==> src/rtl/fp_ctrl_pkg.sv <==
// Shared constants and types for the FP issue controller: major opcodes,
// FARITH funct5 classes, the FPU op encoding and the issue FSM state.
package fp_ctrl_pkg;

  localparam logic [4:0] OPC_FARITH = 5'b10100;
  localparam logic [4:0] OPC_FLW    = 5'b00001;
  localparam logic [4:0] OPC_FSW    = 5'b01001;

  localparam logic [4:0] F5_ADD = 5'b00000;
  localparam logic [4:0] F5_SUB = 5'b00001;
  localparam logic [4:0] F5_MUL = 5'b00010;
  localparam logic [4:0] F5_DIV = 5'b00011;

  typedef enum logic [1:0] {
    FOP_ADD = 2'b00,
    FOP_MUL = 2'b01,
    FOP_DIV = 2'b10
  } fpu_op_e;

  typedef enum logic {
    ST_IDLE = 1'b0,
    ST_BUSY = 1'b1
  } fp_state_e;

  function automatic int lat_max(input int a, input int b, input int c);
    int m;
    m = (a > b) ? a : b;
    return (m > c) ? m : c;
  endfunction

endpackage

==> src/rtl/fp_scoreboard.sv <==
// Pending-write scoreboard for the 32 FP registers. Set beats clear on the
// same register; lookups treat a register being written back this cycle as free.
module fp_scoreboard (
  input  logic       clk,
  input  logic       rst,
  input  logic       i_set,
  input  logic [4:0] i_set_rd,
  input  logic       i_clr,
  input  logic [4:0] i_clr_rd,
  input  logic [4:0] i_rs_a,
  input  logic [4:0] i_rs_b,
  input  logic [4:0] i_rs_c,
  output logic       o_busy_a,
  output logic       o_busy_b,
  output logic       o_busy_c
);

  logic [31:0] r_pending;
  logic [31:0] w_pend_nxt;

  always_comb begin
    w_pend_nxt = r_pending;
    if (i_clr) begin
      w_pend_nxt[i_clr_rd] = 1'b0;
    end else begin
      w_pend_nxt = w_pend_nxt;
    end
    if (i_set) begin
      w_pend_nxt[i_set_rd] = 1'b1;
    end else begin
      w_pend_nxt = w_pend_nxt;
    end
  end

  always_ff @(posedge clk) begin
    if (rst) begin
      r_pending <= 32'd0;
    end else begin
      r_pending <= w_pend_nxt;
    end
  end

  // Write-back bypass: the datapath forwards the result, so it is not a hazard.
  assign o_busy_a = r_pending[i_rs_a] & ~(i_clr & (i_clr_rd == i_rs_a));
  assign o_busy_b = r_pending[i_rs_b] & ~(i_clr & (i_clr_rd == i_rs_b));
  assign o_busy_c = r_pending[i_rs_c] & ~(i_clr & (i_clr_rd == i_rs_c));

endmodule

==> src/rtl/fp_issue_ctrl.sv <==
// ID-stage FP issue controller: decodes the instruction in ID, checks hazards
// against the scoreboard and sequences the single in-flight FARITH op.
module fp_issue_ctrl
  import fp_ctrl_pkg::*;
#(
  parameter int LAT_ADD = 3,
  parameter int LAT_MUL = 4,
  parameter int LAT_DIV = 12
) (
  input  logic        clk,
  input  logic        rst,
  input  logic        id_valid,
  input  logic [31:0] id_inst,
  input  logic        ex_flush,
  output logic        stall,
  output logic        fpu_start,
  output logic [1:0]  fpu_op,
  output logic        fpu_busy,
  output logic        wb_valid,
  output logic [4:0]  wb_rd
);

  localparam int CNT_W = $clog2(lat_max(LAT_ADD, LAT_MUL, LAT_DIV) + 1);
  localparam logic [CNT_W-1:0] CNT_ADD = CNT_W'(LAT_ADD - 1);
  localparam logic [CNT_W-1:0] CNT_MUL = CNT_W'(LAT_MUL - 1);
  localparam logic [CNT_W-1:0] CNT_DIV = CNT_W'(LAT_DIV - 1);

  fp_state_e        r_state, w_state_nxt;
  logic [CNT_W-1:0] r_cnt, w_cnt_nxt, w_lat_m1;
  logic [4:0]       r_rd, w_rd_nxt;
  logic [4:0]       w_opc, w_f5, w_fs1, w_fs2, w_fd;
  logic             w_is_farith, w_is_flw, w_is_fsw;
  logic             w_fs1_busy, w_fs2_busy, w_fd_busy;
  logic             w_raw, w_waw, w_struct, w_live, w_wb;
  fpu_op_e          w_op;
  logic             w_unused;

  assign w_opc = id_inst[6:2];
  assign w_f5  = id_inst[31:27];
  assign w_fs1 = id_inst[19:15];
  assign w_fs2 = id_inst[24:20];
  assign w_fd  = id_inst[11:7];
  assign w_unused = ^{id_inst[1:0], id_inst[14:12], id_inst[26:25]};

  assign w_is_farith = (w_opc == OPC_FARITH);
  assign w_is_flw    = (w_opc == OPC_FLW);
  assign w_is_fsw    = (w_opc == OPC_FSW);

  always_comb begin
    w_op     = FOP_ADD;
    w_lat_m1 = CNT_ADD;
    case (w_f5)
      F5_ADD, F5_SUB: begin
        w_op     = FOP_ADD;
        w_lat_m1 = CNT_ADD;
      end
      F5_MUL: begin
        w_op     = FOP_MUL;
        w_lat_m1 = CNT_MUL;
      end
      F5_DIV: begin
        w_op     = FOP_DIV;
        w_lat_m1 = CNT_DIV;
      end
      default: begin
        w_op     = FOP_ADD;
        w_lat_m1 = CNT_ADD;
      end
    endcase
  end

  assign w_wb = (r_state == ST_BUSY) && (r_cnt == '0);

  fp_scoreboard u_sb (
    .clk      (clk),
    .rst      (rst),
    .i_set    (fpu_start),
    .i_set_rd (w_fd),
    .i_clr    (w_wb),
    .i_clr_rd (r_rd),
    .i_rs_a   (w_fs1),
    .i_rs_b   (w_fs2),
    .i_rs_c   (w_fd),
    .o_busy_a (w_fs1_busy),
    .o_busy_b (w_fs2_busy),
    .o_busy_c (w_fd_busy)
  );

  // Hazards depend only on id_inst and registered state, never on fpu_start.
  assign w_raw    = (w_is_farith & (w_fs1_busy | w_fs2_busy)) | (w_is_fsw & w_fs2_busy);
  assign w_waw    = w_is_flw & w_fd_busy;
  assign w_struct = w_is_farith & (r_state == ST_BUSY) & (r_cnt != '0);
  assign w_live   = id_valid & ~ex_flush;

  assign stall     = w_live & (w_raw | w_waw | w_struct);
  assign fpu_start = w_live & ~stall & w_is_farith;
  assign fpu_op    = fpu_start ? w_op : FOP_ADD;
  assign fpu_busy  = (r_state == ST_BUSY);
  assign wb_valid  = w_wb;
  assign wb_rd     = w_wb ? r_rd : 5'd0;

  always_comb begin
    w_state_nxt = r_state;
    w_cnt_nxt   = r_cnt;
    w_rd_nxt    = r_rd;
    case (r_state)
      ST_IDLE: begin
        if (fpu_start) begin
          w_state_nxt = ST_BUSY;
          w_cnt_nxt   = w_lat_m1;
          w_rd_nxt    = w_fd;
        end else begin
          w_state_nxt = ST_IDLE;
        end
      end
      ST_BUSY: begin
        if (r_cnt != '0) begin
          w_cnt_nxt = r_cnt - CNT_W'(1);
        end else if (fpu_start) begin
          w_cnt_nxt = w_lat_m1;
          w_rd_nxt  = w_fd;
        end else begin
          w_state_nxt = ST_IDLE;
        end
      end
      default: begin
        w_state_nxt = ST_IDLE;
        w_cnt_nxt   = '0;
      end
    endcase
  end

  always_ff @(posedge clk) begin
    if (rst) begin
      r_state <= ST_IDLE;
      r_cnt   <= '0;
      r_rd    <= 5'd0;
    end else begin
      r_state <= w_state_nxt;
      r_cnt   <= w_cnt_nxt;
      r_rd    <= w_rd_nxt;
    end
  end

endmodule

==> config.mk <==
export PLATFORM = sky130hd
export DESIGN_NAME = fp_issue_ctrl
export DESIGN_NICKNAME = d
export VERILOG_FILES = /design/src/rtl/fp_ctrl_pkg.sv /design/src/rtl/fp_scoreboard.sv /design/src/rtl/fp_issue_ctrl.sv
export SDC_FILE = /design/constraint.sdc
export NUM_CORES = 1
export LEC_CHECK = 0
export CORE_MARGIN = 2
export CORE_UTILIZATION = 55
export DETAILED_ROUTE_END_ITERATION = 6
export HOLD_SLACK_MARGIN = 0.08
export PLACE_DENSITY = 0.91
export SLEW_MARGIN = 25
export SYNTH_ARGS = -nofsm -noshare
export SYNTH_HDL_FRONTEND = slang
export SYNTH_SLANG_ARGS = --single-unit
export TNS_END_PERCENT = 5
==> constraint.sdc <==
create_clock -name clk -period 3.5 [get_ports clk]
set_clock_uncertainty 0.15 [all_clocks]
set_input_delay 0.525 -clock clk [delete_from_list [all_inputs] [get_ports clk]]
set_output_delay 0.525 -clock clk [all_outputs]
set_load 0.01 [all_outputs]
==> impl_metrics.ini, run 1 <==
[run_status]
status = finished, final reports clean

[layout]
final_area_mm2 = 0.00372
diodes = 0
layoutNonFillerInstCount = 488
nets = 454
seq_area_um2 = 841
multiInputGateArea_mm2 = 0.00206
nFillCells = 429
layout-drive-gt1-share = 0.151
synthToLayoutAreaGrowth_pct = 20.1

[sta]
fin_tns_setup_ns = 0
drv_slew = 0
setup_viol = 0
post-route-worst-setup-slack_ns = 0.0225
finalCriticalPeriod_ns = 3.48
final-hold-violation-count = 0
fmax_ghz = 0.288
worst_slew_pin_slew_ns = 0.726
rsz0062_at_grt = yes
timing.hold.ws_ns = 0.374
fin_crit_sh = 0.994
relSlewSlack = 0.515

[floorplan]
io_pins = 47
die_w_um = 79.1
fp.coreArea_mm2 = 0.00547
dieHeight_um = 79.1
core.rowCount = 27
initial_utilization = 0.567
dieArea_mm2 = 0.00625

[critical_path]
ff2ff_setup_slack_ns = 0.79
crit_chain = clkdlybuf4s50_1, buf_6, buf_4, buf_4, mux2i_1, nand4b_1, nand2_1, o41a_1, o211a_1, buf_4, dlygate4sd2_1
rr_worst_depth = 12
critPathMaxStageDelay_ns = 0.42
crit_top_cell = buf_4
endpoint_kind = primary output
crit_slowest_cell = clkdlybuf4s50_1
crit_path_max_fanout = 8
start_kind = input port
worstPathArrival_ns = 2.80
rr_startpoint = r_cnt[0]
reg2reg_to = r_cnt[1]
worstSetupPathType = in -> out
cp.required_ns = 2.82
path_buf_inv = 6
path_delay_family = buffers and inverters

[routing]
antenna_left = 0
vias = 3225
drc = 0
wl_um = 8970
viasPerCell = 6.61
first_iter_violations = 346
dr.pass1.iters = 5
wl_per_cell_um = 18.4

[min_path]
hold_end = u_sb.r_pending[5]
holdCritStartpoint = u_sb.r_pending[5]
hp-class = reg -> reg
hold_depth = 2

[yosys]
synth.avg_cell_area_um2 = 8.27
synth_cells = 375
yosysSeqAreaShare = 0.271
ys_ff_latch = 42
syn_nets = 413
synth_edf_count = 0
async_flop_share = 0
synth_top_area_share = 0.271
synth_top_area_cell = dfxtp_1
syn-cell-area_mm2 = 0.00310
yosys_warnings = 0
synth_cell_types = 51
ys.flop_type = dfxtp_1
synth_area_leaders = dfxtp_1, mux2i_1, mux4_2, o21ai_0, a21oi_1

[pwr]
pwr-share-clk = 0.315
power_switching_w = 0.000246
p_sw_frac = 0.262
power.leakage_nw = 1.35
p_seq_frac = 0.509
p_int_w = 0.000694
comb_power_share = 0.176
ir_worst_vdd_v = 0.000180
power_density_mw_per_mm2 = 253

[clock_tree]
ctsHoldBuffers = 0
htree_levels = 2
clock_latency_ns = 0.30
clock_sinks = 42
cts_made_buffers = 5
root_buffer = clkbuf_8
cts_setup_buffers = 0
path_clk_slew_ns = 0.08
tritoncts = done
cts_max_path_buffers = 2

[place]
postPlaceCellArea_mm2 = 0.00366
gp_congestion = 0.882
port_buffers = 39
pre_cts_ws_ns = -0.390
dp_cells = 481
hpwlAfterDp_um = 6660

[global_route]
antenna_found_initial = 0
grt_pass1_vias = 3071
grt_pass1_wl_um = 14700
grt_overflow = 0
grt_max_degree = 43
grt.total_usage = 0.298

[flow_run]
cap_violations = 0
worst register-to-register path, cell delays in order, from the launching register on:
cell	delay [ns]
dfxtp_1	0.31
inv_1	0.09
ha_1	0.15
nor3b_2	0.19
nand2_1	0.15
inv_1	0.14
nand3_1	0.10
o41ai_1	0.35
o211a_1	0.31
buf_4	0.14
buf_4	0.23
nor3_1	0.07
a211oi_1	0.24
metal layers:
layer  GRT usage  vias to the layer above  part of all wire
met5           0                        -                 0
met1       0.374                     1512              0.39
met4       0.133                        0             0.028
met2       0.499                      210              0.48
li1            -                     1476                 -
met3      0.0523                       27             0.096
area by class of cell:
cell class,instances,area share
multi-input combinational,292,0.552
sequential,42,0.226
timing repair buffer,71,0.172
tap,72,0.0242
clock buffer,5,0.0185
inverter,4,0.00403
clock inverter,2,0.00269
power groups by stage:
stage	Combinational (W)	Clock (W)	Sequential, W
finish	0.000166	0.000296	0.000479
detailed placement	0.000164	0	0.000490
CTS	0.000164	0.000294	0.000479
floorplan	0.0000898	0	0.000489
global placement	0.000161	0	0.000490
global route	0.000176	0.000316	0.000479
cells by family (layout without fill, tap and decap cells):
logic type | after synthesis | in the layout | synth area share
AO/OA/AOI/OAI | 95 | 95 | 0.176
flip-flops | 42 | 42 | 0.271
multiplexers | 46 | 46 | 0.195
buffers and inverters | 41 | 82 | 0.0658
AND/OR/NAND/NOR | 133 | 133 | 0.239
XOR/XNOR | 16 | 16 | 0.0452
adder cells (fa/ha/maj) | 2 | 2 | 0.00807
stage by stage:
stage                     utilization  power [W]
after floorplan                     -   0.000579
after global placement          0.668   0.000651
after detailed placement        0.668   0.000654
after CTS                       0.682   0.000937
after global routing            0.680   0.000971
final                           0.680   0.000940
cell usage in the layout (no fill, tap or decap), types with 5 or more instances in the layout:
| cell | instances |
|---|---|
| a21oi_1 | 34 |
| a31oi_1 | 5 |
| and3_1 | 7 |
| buf_4 | 29 |
| clkbuf_8 | 5 |
| clkdlybuf4s50_1 | 31 |
| dfxtp_1 | 42 |
| dlygate4sd2_1 | 6 |
| mux2i_1 | 31 |
| mux4_2 | 11 |
| nand2_1 | 17 |
| nand2b_1 | 8 |
| nand3_1 | 33 |
| nand3b_1 | 5 |
| nand4_1 | 11 |
| nor2_1 | 18 |
| nor2b_1 | 6 |
| nor3_1 | 7 |
| o21ai_0 | 35 |
| xnor2_1 | 7 |
| xor2_1 | 9 |
cell usage after synthesis, types with 4 or more instances:
library cell and instances:
dfxtp_1 42, o21ai_0 35, a21oi_1 34, nand3_1 33
mux2i_1 31, clkbuf_1 21, nor2_1 18, nand2_1 17
mux4_2 11, nand4_1 11, xor2_1 9, nand2b_1 8
and3_1 7, nor3_1 7, xnor2_1 7, nor2b_1 6
a31oi_1 5, nand3b_1 5, buf_1 4, buf_2 4
buf_4 4, buf_6 4, inv_1 4, mux2_2 4
nor3b_1 4, o22ai_1 4
repair_timing:
| action | in CTS | in global routing |
|---|---|---|
| endpoints found under the hold margin | 0 | 0 |
| pin swaps | 0 | 0 |
| resized for setup | 10 | 3 |
| endpoints found under the setup margin | 4 | 4 |
registers in the layout, summed over array words and instances (netlist names):
| register | cells |
|---|---|
| fpu_busy | 1 |
| r_cnt | 4 |
| r_rd | 5 |
| u_sb.r_pending | 32 |
how the worst max path moves through the flow:
stage,from,endpoint,slack [ns],cells after the start
floorplan,id_inst[15],fpu_op[0],0.54,9
global placement,id_inst[15],fpu_op[1],-0.34,8
detailed placement,id_inst[15],fpu_op[1],-0.39,8
CTS,id_inst[16],fpu_op[1],-0.01,11
global route,id_inst[16],fpu_start,-0.04,11
finish,id_inst[16],fpu_start,0.02,11
No activity file was read; power rests on OpenSTA's default activity.
==> inputs of run 2 (changes only) <==
--- a/config.mk
+++ b/config.mk
@@ -7,8 +7,9 @@
 export LEC_CHECK = 0
 export CORE_MARGIN = 2
 export CORE_UTILIZATION = 55
+export CTS_CLUSTER_SIZE = 10
 export DETAILED_ROUTE_END_ITERATION = 6
-export HOLD_SLACK_MARGIN = 0.08
+export HOLD_SLACK_MARGIN = 0.1
 export PLACE_DENSITY = 0.91
 export SLEW_MARGIN = 25
 export SYNTH_ARGS = -nofsm -noshare
==> results of run 2 <==
Same layout as run 1: the final DEF is identical, and so are final timing and power.
